==> src/rtl/jpegls_run_pkg.sv <==
// Shared constants for the JPEG-LS run-mode coder and decoder.
// J table, FSM encoding and default widths.
package jpegls_run_pkg;

    localparam int RUNCOUNT_LENGTH = 16;
    localparam int RUNINDEX_LENGTH = 5;
    localparam int J_LENGTH        = 4;
    localparam int CODE_LENGTH     = 16;

    localparam int RUNINDEX_MAX = 31;

    localparam logic [0:31][3:0] J_TABLE = {
        4'd0,  4'd0,  4'd0,  4'd0,
        4'd1,  4'd1,  4'd1,  4'd1,
        4'd2,  4'd2,  4'd2,  4'd2,
        4'd3,  4'd3,  4'd3,  4'd3,
        4'd4,  4'd4,  4'd5,  4'd5,
        4'd6,  4'd6,  4'd7,  4'd7,
        4'd8,  4'd9,  4'd10, 4'd11,
        4'd12, 4'd13, 4'd14, 4'd15
    };

    localparam logic [2:0] ST_IDLE   = 3'd0;
    localparam logic [2:0] ST_SEG    = 3'd1;
    localparam logic [2:0] ST_EOLBIT = 3'd2;
    localparam logic [2:0] ST_TAIL   = 3'd3;
    localparam logic [2:0] ST_DONE   = 3'd4;

endpackage

==> src/rtl/run_j_lookup.sv <==
// run_index to J and segment threshold (1 << J).
// Purely combinational; shared with the run-mode decoder.
module run_j_lookup
    import jpegls_run_pkg::*;
#(
    parameter int runindex_length = RUNINDEX_LENGTH,
    parameter int J_length        = J_LENGTH,
    parameter int thr_length      = RUNCOUNT_LENGTH
) (
    input  logic [runindex_length-1:0] idx,
    output logic [J_length-1:0]        j,
    output logic [thr_length-1:0]      thr
);

    logic [3:0] j_raw;

    assign j_raw = J_TABLE[5'(idx)];
    assign j     = J_length'(j_raw);
    assign thr   = thr_length'(1) << j_raw;

endmodule

==> src/rtl/run_mode_controller.sv <==
// Run-mode sequencer: walks the run_index/J recursion for one run and
// streams segment bits and the interruption tail to the bit writer.
module run_mode_controller
    import jpegls_run_pkg::*;
#(
    parameter int runcount_length = RUNCOUNT_LENGTH,
    parameter int runindex_length = RUNINDEX_LENGTH,
    parameter int J_length        = J_LENGTH,
    parameter int code_length     = CODE_LENGTH
) (
    input  logic                       clk,
    input  logic                       reset,
    input  logic                       scan_start,
    input  logic                       start,
    input  logic [runcount_length-1:0] run_len,
    input  logic                       eol,
    output logic                       busy,
    output logic                       bits_valid,
    input  logic                       out_ready,
    output logic [code_length-1:0]     bits,
    output logic [4:0]                 bits_len,
    output logic                       done,
    output logic [runindex_length-1:0] done_run_index,
    output logic [runindex_length-1:0] run_index,
    output logic [J_length-1:0]        J_out
);

    logic [2:0]                 state;
    logic [runcount_length-1:0] rem;
    logic                       eol_q;
    logic [J_length-1:0]        j;
    logic [runcount_length-1:0] thr;
    logic                       seg_hit;

    run_j_lookup #(
        .runindex_length(runindex_length),
        .J_length       (J_length),
        .thr_length     (runcount_length)
    ) u_lookup (
        .idx(run_index),
        .j  (j),
        .thr(thr)
    );

    assign seg_hit = (rem >= thr);

    always_ff @(posedge clk or posedge reset) begin
        if (reset) begin
            state          <= ST_IDLE;
            rem            <= '0;
            eol_q          <= 1'b0;
            run_index      <= '0;
            done_run_index <= '0;
        end else begin
            case (state)
                ST_IDLE: begin
                    if (scan_start)
                        run_index <= '0;
                    if (start) begin
                        rem   <= run_len;
                        eol_q <= eol;
                        state <= ST_SEG;
                    end
                end
                ST_SEG: begin
                    if (seg_hit) begin
                        if (out_ready) begin
                            rem <= rem - thr;
                            if (run_index != runindex_length'(RUNINDEX_MAX))
                                run_index <= run_index + runindex_length'(1);
                        end
                    end else if (eol_q && rem != '0) begin
                        state <= ST_EOLBIT;
                    end else if (eol_q) begin
                        done_run_index <= run_index;
                        state          <= ST_DONE;
                    end else begin
                        state <= ST_TAIL;
                    end
                end
                ST_EOLBIT: begin
                    if (out_ready) begin
                        done_run_index <= run_index;
                        state          <= ST_DONE;
                    end
                end
                ST_TAIL: begin
                    if (out_ready) begin
                        done_run_index <= run_index;
                        if (run_index != '0)
                            run_index <= run_index - runindex_length'(1);
                        state <= ST_DONE;
                    end
                end
                ST_DONE: state <= ST_IDLE;
                default: state <= ST_IDLE;
            endcase
        end
    end

    // Codeword is a pure function of held state, so it stays stable under backpressure.
    always_comb begin
        bits_valid = 1'b0;
        bits       = '0;
        bits_len   = '0;
        case (state)
            ST_SEG: begin
                if (seg_hit) begin
                    bits_valid = 1'b1;
                    bits       = code_length'(1);
                    bits_len   = 5'd1;
                end
            end
            ST_EOLBIT: begin
                bits_valid = 1'b1;
                bits       = code_length'(1);
                bits_len   = 5'd1;
            end
            ST_TAIL: begin
                bits_valid = 1'b1;
                bits       = code_length'(rem & (thr - runcount_length'(1)));
                bits_len   = 5'(j) + 5'd1;
            end
            default: ;
        endcase
    end

    assign busy  = (state != ST_IDLE);
    assign done  = (state == ST_DONE);
    assign J_out = j;

endmodule

==> config.mk <==
export PLATFORM = sky130hd
export DESIGN_NAME = run_mode_controller
export DESIGN_NICKNAME = d
export VERILOG_FILES = /design/src/rtl/jpegls_run_pkg.sv /design/src/rtl/run_j_lookup.sv /design/src/rtl/run_mode_controller.sv
export SDC_FILE = /design/constraint.sdc
export NUM_CORES = 1
export LEC_CHECK = 0
export BUFFER_PORTS_ARGS = -buffer_cell sky130_fd_sc_hd__buf_2
export CORE_ASPECT_RATIO = 0.75
export CORE_MARGIN = 3
export CORE_UTILIZATION = 30
export DETAILED_ROUTE_END_ITERATION = 10
export PLACE_DENSITY = 0.52
export SLEW_MARGIN = 20
export SYNTH_ARGS = -nofsm -noshare
export SYNTH_HDL_FRONTEND = slang
export SYNTH_SLANG_ARGS = --single-unit
==> constraint.sdc <==
create_clock -name clk -period 13.15 [get_ports clk]
set_clock_uncertainty 0.15 [all_clocks]
set_input_delay 3.2875 -clock clk [delete_from_list [all_inputs] [get_ports clk]]
set_output_delay 3.2875 -clock clk [all_outputs]
set_load 0.02 [all_outputs]
==> impl_metrics.toml, run 1 <==
[layout]
syn_to_final_growth_pct = 17.9
final_common_cell = "buf_2"
final_layout_size_suffix_gt1_share_pct = 18.2
fill_cells = 1049
diodes = 0
utilization_pct = 37.2
nets = 511
final_area_um2 = 3680
final_cell_mix = "buf_2, nand2_1, nor2_1, o21ai_0, a21oi_1"

[clock_tree]
hold_buffers = 0
post_cts_buffers = 0
clkTransAtPathRegs_ps = 50
insertion_delay_ps = 290
cts_resized = 0
cts-root-buf = "clkbuf_16"
cts_tree = "done"
htree_levels = 2
cts_buffers = 5
numClockSinks = 30
cts_buffer_depth = 2

[floorplan]
dieArea_um2 = 11700
fp-row-count = 31
core-area_um2 = 9890
start_util_pct = 31.5
ios = 60
die_w_um = 124
fp.dieH_um = 94.3

[placed_design]
gp_congestion = 0.889
post_dp_cell_area_um2 = 3530
post-dp-hpwl_um = 7830
dp_slack_ps = 5850
port_buffers = 59

[timing]
finalSetupViolations = 0
max_freq_mhz = 131
setup_tns_ps = 0
slew_viol_final = 0
layout_setup_ws_ps = 5490
post-route-min-period_ps = 7660
worst_pin_slew_ps = 995
finalHoldViolCount = 0
grt_setup_unrepaired = "false"
slew_headroom_pct = 31.9
finalCritPeriodShare_pct = 58.3

[yosys]
avgSynthCellArea_um2 = 7.57
ys_ff_latch = 30
async_flop_share_pct = 100
yosys_warnings = 0
synth-main-ff-cell = "dfrtp_1"
synth_area_um2 = 3120
seq_area_frac_synth_pct = 24.1
synth_nets = 462
ys_types = 59
synth_enable_flop_cells = 0
synthCells = 412

[global_route]
grt_pass1_vias = 3017
grt_use_total_pct = 17.9
antenna_found_initial = 0
grt_overflow = 0
grt_pass1_wl_um = 16400
grt_max_degree = 32

[routing]
wire_per_inst_um = 17.0
dr.pass1.iters = 6
drtIter0Drc = 226
wl_um = 10100
vias = 3185
via_per_inst = 5.36
drc = 0
ant_nets = 0

[flow_run]
maxCapViolations = 0

[run_status]
outcome = "completed"

[setup_path]
path_max_fanout = 22
end_kind = "output pin"
crit_type = "register to output pin"
worstPathRequired_ps = 9710
start_kind = "register"
cp.arrival_ps = 4220

[power_and_ir_drop]
leakage_uw = 0.00176
peakVddDrop_mv = 0.0991
p_per_area_nw_per_um2 = 278

[min_path]
hold_path.class = "register to register"
==> cells in the mapped netlist, drive strengths merged, types with 3 or more instances <==
cell     n  area (µm²)
nand2   54         205
nor2    38         143
o21ai   34         170
a21oi   32         160
dfrtp   30         751
ha      26         325
inv     19        71.3
clkbuf  17        63.8
nor3    15        75.1
nand3   14        70.1
and3    13        81.3
mux2i   11         110
and2     7        43.8
xor2     7        61.3
mux2     6        67.6
nand2b   6        37.5
o21a     6        45.0
a21o     5        38.8
a31oi    5        31.3
xnor2    5        43.8
buf      4        18.8
nand4    4        25.0
nor2b    4        32.5
nor4     4        25.0
o211ai   4        30.0
a211oi   3        22.5
nor4b    3        41.3
o22ai    3        18.8
o31a     3        35.0
o31ai    3        22.5
==> final timing paths <==
kind / cells past startpoint / from / slack [ps] / end
setup / recovery: 13 / run_index[4]$_DFFE_PP0P_ / 5490 / bits[0]
hold / removal: 1 / done_run_index[2]$_DFFE_PP0P_ / 360 / done_run_index[2]$_DFFE_PP0P_
setup reg to reg: 13 / run_index[4]$_DFFE_PP0P_ / 7920 / run_index[4]$_DFFE_PP0P_
hold reg to reg: 1 / done_run_index[2]$_DFFE_PP0P_ / 360 / done_run_index[2]$_DFFE_PP0P_
max in group asynchronous: 3 / reset / 9610 / done_run_index[0]$_DFFE_PP0P_
min in group asynchronous: 3 / reset / 2930 / rem[4]$_DFFE_PP0P_
==> worst max-delay path, cell delays in order, from the launching register on <==
cell and delay [ps]:
dfrtp_1 750, nand2_1 340, o21ai_0 390, ha_1 530, nand2b_1 150, inv_1 90, ha_1 180, fa_1 250
nor2b_4 60, o31a_4 310, o311ai_2 380, a21o_2 240, o21ai_0 90, buf_2 170
==> per-layer routing <==
| metal | part of all wire (%) | vias up | global-route usage (%) |
|---|---|---|---|
| met4 | 0.86 | 0 | 3.87 |
| met3 | 6.6 | 7 | 3.73 |
| li1 | - | 1584 | - |
| met2 | 40 | 101 | 24.2 |
| met5 | 0 | - | 0 |
| met1 | 52 | 1493 | 28.4 |
==> registers in the layout (all words and copies together) (netlist names) <==
register        flops
run_index           5
rem                16
done_run_index      5
state               3
eol_q               1
==> kinds of logic (layout without fill, tap and decap cells) <==
kind of cell,after synthesis,count (layout),synth area share (%)
compound gates,116,116,23.8
mux,17,17,5.70
simple gates,168,168,26.3
xor+xnor,12,12,3.37
fa+ha+maj,28,28,11.7
flops,30,30,24.1
buf+inv,41,91,5.05
==> final cells by class <==
class	count	area [µm²]	share of cell area (%)
multi-input cells	341	2210	60.2
flip-flops and latches	30	751	20.4
repair buffers	63	325	8.84
well taps	132	165	4.49
clock buffers	7	143	3.88
inverters	20	75.1	2.04
clock inverters	1	5.00	0.136
==> through the flow <==
stage,std cells,power (µW),hold slack (ps)
after floorplan,412,713,335
after global routing,594,1120,382
after detailed placement,586,898,347
final,594,1020,356
after global placement,586,895,337
after CTS,594,1020,359
==> power by group <==
group | internal, µW | leakage, µW | switching, µW
combinational | 270 | 0.00132 | 423
clock | 75.0 | 0.0000739 | 42.6
sequential | 135 | 0.000368 | 78.0
(Power assumes the default switching activity.)
==> run 2, diff against run 1 <==
Clock period 13.15 ns to 7.1 ns, I/O delays scaled along.
==> run 2 against run 1 <==
Effect of this change:
- setup slack lost 4600 ps
- total power up 86%
- sequential share of layout area stayed put
- register-to-register slack got worse by 6000 ps
- critical endpoint unchanged
- largest cell class unchanged
- largest power group unchanged
==> impl_metrics.toml, run 2 (synthesis results as in run 1) <==
[run_status]
outcome = "completed"

[timing]
finalSetupViolations = 0
grt_setup_unrepaired = "false"
worst_pin_slew_ps = 972
setup_tns_ps = 0
finalCritPeriodShare_pct = 87.3
slew_headroom_pct = 33.5
post-route-min-period_ps = 6200
max_freq_mhz = 161
finalHoldViolCount = 0
slew_viol_final = 0
layout_setup_ws_ps = 900

[clock_tree]
cts_buffers = 5
htree_levels = 2
numClockSinks = 30
clkTransAtPathRegs_ps = 50
hold_buffers = 0
cts_resized = 0
cts_buffer_depth = 2
cts-root-buf = "clkbuf_16"
insertion_delay_ps = 280
post_cts_buffers = 0
cts_tree = "done"

[layout]
fin_cells = 594
utilization_pct = 37.2
fill_cells = 1044
regMostFlops = "rem"
top_regs = "rem x16, done_run_index x5, run_index x5"
largest_register_ffs = 16
diodes = 0
final_layout_size_suffix_gt1_share_pct = 18.2
nets = 511
syn_to_final_growth_pct = 17.9
final_common_cell = "buf_2"
final_cell_mix = "buf_2, nand2_1, nor2_1, o21ai_0, a21oi_1"

[placed_design]
post-dp-hpwl_um = 7730
gp_congestion = 0.889
place_inst = 586
dp_slack_ps = 1250
port_buffers = 59

[routing]
ant_nets = 0
dr.pass1.iters = 5
wl_um = 10200
drtIter0Drc = 264
wire_per_inst_um = 17.1
vias = 3202
via_per_inst = 5.39
drc = 0

[power_and_ir_drop]
power_frac_comb_pct = 67.9
leakage_uw = 0.00176
power_uw = 1910
internal_power_uw = 890
clkPwrFrac_pct = 11.5
netSwitchingPower_uw = 1020
peakVddDrop_mv = 0.189
p_per_area_nw_per_um2 = 518
seqPwrFrac_pct = 20.7
swShare_pct = 53.3

[floorplan]
fp-row-count = 31
fp.dieH_um = 94.3
die_w_um = 124
start_util_pct = 31.5
ios = 60
core-area_um2 = 9890
dieArea_um2 = 11700

[flow_run]
maxCapViolations = 0

[global_route]
grt_use_total_pct = 17.7
busiest_layer = "met1"
grtUsageMet1_pct = 28.2
use_met2_pct = 24.1
antenna_found_initial = 0
use_met3_pct = 3.43
grt_max_degree = 32
grt_pass1_wl_um = 16300
grt_pass1_vias = 3040
grt_overflow = 0

[setup_path]
cp.arrival_ps = 4270
worstPathRequired_ps = 5180
end_kind = "output pin"
crit_type = "register to output pin"
path_max_fanout = 22
start_kind = "register"

[min_path]
hold_path.class = "register to register"
-- run 2: layout make-up --
type	instances	area, µm²	share of cell area [%]
multi-input cells	341	2210	60.2
flip-flops and latches	30	751	20.4
repair buffers	63	325	8.84
well taps	132	165	4.49
clock buffers	7	143	3.88
inverters	20	75.1	2.04
clock inverters	1	5.00	0.136
-- run 2: power by group through the flow --
stage,sequential (µW),combinational (µW),clock [µW]
5_1_grt,410,1430,233
2_1_floorplan,338,983,0
6_report,394,1290,219
3_3_place_gp,394,1260,0
3_5_place_dp,394,1270,0
4_1_cts,392,1280,223
-- run 2: metal layers --
layer  share of wire [%]  routed length (µm)
met1                  52                5240
met5                   0                   0
met3                 6.8                 695
met4                0.81                  82
met2                  41                4150
-- run 2: worst max-delay path, stage by stage, from the launching register on --
cell and delay, ps:
dfrtp_1 760, nand2_1 360, o21ai_0 380, ha_1 530, nand2b_1 140, inv_1 90
ha_1 190, fa_1 250, nor2b_4 70, o31a_4 310, o311ai_2 390, a21o_2 250
o21ai_0 100, buf_2 170
-- run 2: stage by stage --
step / instance area (µm²) / hold slack (ps)
after global placement: 3530 / 337
after global routing: 3680 / 371
after CTS: 3680 / 357
after detailed placement: 3530 / 345
final: 3680 / 352
after floorplan: 3120 / 335
-- run 2: final timing paths --
kind                                                from                            end  slack (ps)  cells past startpoint
max                             run_index[4]$_DFFE_PP0P_                        bits[0]         900                     13
min reg2reg                done_run_index[0]$_DFFE_PP0P_  done_run_index[0]$_DFFE_PP0P_         350                      1
max reg2reg                     run_index[4]$_DFFE_PP0P_       run_index[4]$_DFFE_PP0P_        1880                     13
max in group asynchronous                          reset       run_index[3]$_DFFE_PP0P_        5070                      3
min                        done_run_index[0]$_DFFE_PP0P_  done_run_index[0]$_DFFE_PP0P_         350                      1
min in group asynchronous                          reset             rem[4]$_DFFE_PP0P_        1420                      3
==> run 3, diff against run 2 <==
Settings changed: REMOVE_ABC_BUFFERS from default to 1.
==> run 3 against run 2 <==
Effect of this change:
- clock power increased by 14%
- register-to-register slack improved by 190 ps
- critical endpoint is now bits_len[0]
- sequential power shrank 2%
- setup slack gained 110 ps
- first-iteration DRC count shrank 12%
- die area unchanged
- largest cell class unchanged
- total power rose by 0.61%
- cell area rose by 0.41%
- worst hold slack improved by 4.6 ps
==> impl_metrics.toml, run 3 (synthesis results as in run 1) <==
[run_status]
outcome = "completed"

[timing]
slew_viol_final = 0
finalHoldViolCount = 0
layout_setup_ws_ps = 1010
max_freq_mhz = 164
finalSetupViolations = 0
setup_tns_ps = 0
slew_headroom_pct = 43.2
post-route-min-period_ps = 6090
worst_pin_slew_ps = 830
finalCritPeriodShare_pct = 85.7
grt_setup_unrepaired = "false"

[routing]
ant_nets = 0
drtIter0Drc = 232
via_per_inst = 5.42
dr.pass1.iters = 6
wire_per_inst_um = 17.0
drc = 0
wl_um = 10100
vias = 3214

[power_and_ir_drop]
power_frac_comb_pct = 66.8
p_per_area_nw_per_um2 = 519
seqPwrFrac_pct = 20.2
leakage_uw = 0.00177
clkPwrFrac_pct = 13.0
internal_power_uw = 912
netSwitchingPower_uw = 1010
swShare_pct = 52.5
peakVddDrop_mv = 0.187

[setup_path]
max_stage_delay_ps = 730
crit_type = "register to output pin"
path_max_fanout = 22
start_kind = "register"
cp_slowest_cell = "dfrtp_1"
cp.arrival_ps = 4160
crit_chain = "nand2_1 > o21ai_0 > inv_1 > ha_1 > ha_1 > nand2_1 > ha_1 > a21oi_1 > o21ai_0 > a211oi_1 > a21o_2 > o21ai_0 > buf_2"
end_kind = "output pin"
crit_start = "run_index[4]$_DFFE_PP0P_"
r2r-start = "run_index[4]$_DFFE_PP0P_"
worstPathRequired_ps = 5180

[clock_tree]
cts-root-buf = "clkbuf_16"
htree_levels = 2
insertion_delay_ps = 280
post_cts_buffers = 0
hold_buffers = 0
cts_tree = "done"
cts_resized = 0
cts_buffer_depth = 2
clkTransAtPathRegs_ps = 60
cts_buffers = 5
numClockSinks = 30

[layout]
final_cell_mix = "buf_2, nand2_1, nor2_1, o21ai_0, a21oi_1"
final_common_cell = "buf_2"
nets = 510
fill_cells = 1037
final_layout_size_suffix_gt1_share_pct = 18.4
utilization_pct = 37.3
top_regs = "rem x16, done_run_index x5, run_index x5"
syn_to_final_growth_pct = 18.4
diodes = 0
regMostFlops = "rem"
largest_register_ffs = 16

[global_route]
antenna_found_initial = 0
grt_pass1_vias = 3055
grt_pass1_wl_um = 16300
grt_use_total_pct = 18.1
grt_overflow = 0
grt_max_degree = 32

[placed_design]
dp_slack_ps = 1350
post-dp-hpwl_um = 7810
gp_congestion = 0.886
port_buffers = 59

[flow_run]
maxCapViolations = 0

[floorplan]
dieArea_um2 = 11700
core-area_um2 = 9890
start_util_pct = 31.5
fp-row-count = 31
fp.dieH_um = 94.3
die_w_um = 124
ios = 60

[min_path]
hp-start = "done_run_index[0]$_DFFE_PP0P_"
hold_path.class = "register to register"
[run 3: area by class of cell]
class	count	area (µm²)	area share, %
clock inverter	3	40.0	1.08
multi-input combinational	341	2220	60.1
tap	132	165	4.47
inverter	20	75.1	2.03
timing repair buffer	62	318	8.60
clock buffer	5	125	3.39
sequential	30	751	20.3
[run 3: per-stage QoR]
stage | hold WS (ps) | power, µW | instance area (µm²) | instances
global placement | 340 | 1650 | 3530 | 585
CTS | 363 | 1920 | 3690 | 593
detailed placement | 342 | 1660 | 3530 | 585
floorplan | 335 | 1300 | 3040 | 391
finish | 357 | 1920 | 3690 | 593
global route | 375 | 2120 | 3690 | 593
[run 3: power by group through the flow]
stage               clock network (µW)  registers [µW]  logic [µW]
global route                       265             403        1450
detailed placement                   0             388        1270
floorplan                            0             364         932
global placement                     0             388        1260
CTS                                255             385        1280
finish                             249             388        1280
[run 3: worst paths after layout]
path / cells past startpoint / to / slack, ps
min in group asynchronous: 3 / rem[3]$_DFFE_PP0P_ / 1420
setup / recovery: 13 / bits_len[0] / 1010
setup reg to reg: 13 / run_index[4]$_DFFE_PP0P_ / 2070
max in group asynchronous: 3 / run_index[2]$_DFFE_PP0P_ / 5070
hold / removal: 1 / done_run_index[0]$_DFFE_PP0P_ / 360
hold reg to reg: 1 / done_run_index[0]$_DFFE_PP0P_ / 360
[run 3: layer usage]
layer	wire, µm	global-route usage [%]	part of all wire (%)	up-vias
li1	-	-	-	1581
met1	5320	29.0	53	1515
met2	3970	24.5	39	108
met3	722	3.61	7.2	10
met4	79	3.41	0.78	0
met5	0	0	0	-
[run 3: worst max-delay path, delay by kind of cell (launching register included)]
kind	cells	cell delay, ps
AOI/OAI and AO/OA	6	1440
adders and majority gates	3	890
DFF	1	730
buffers and inverters	2	300
and+or+nand+nor	2	500
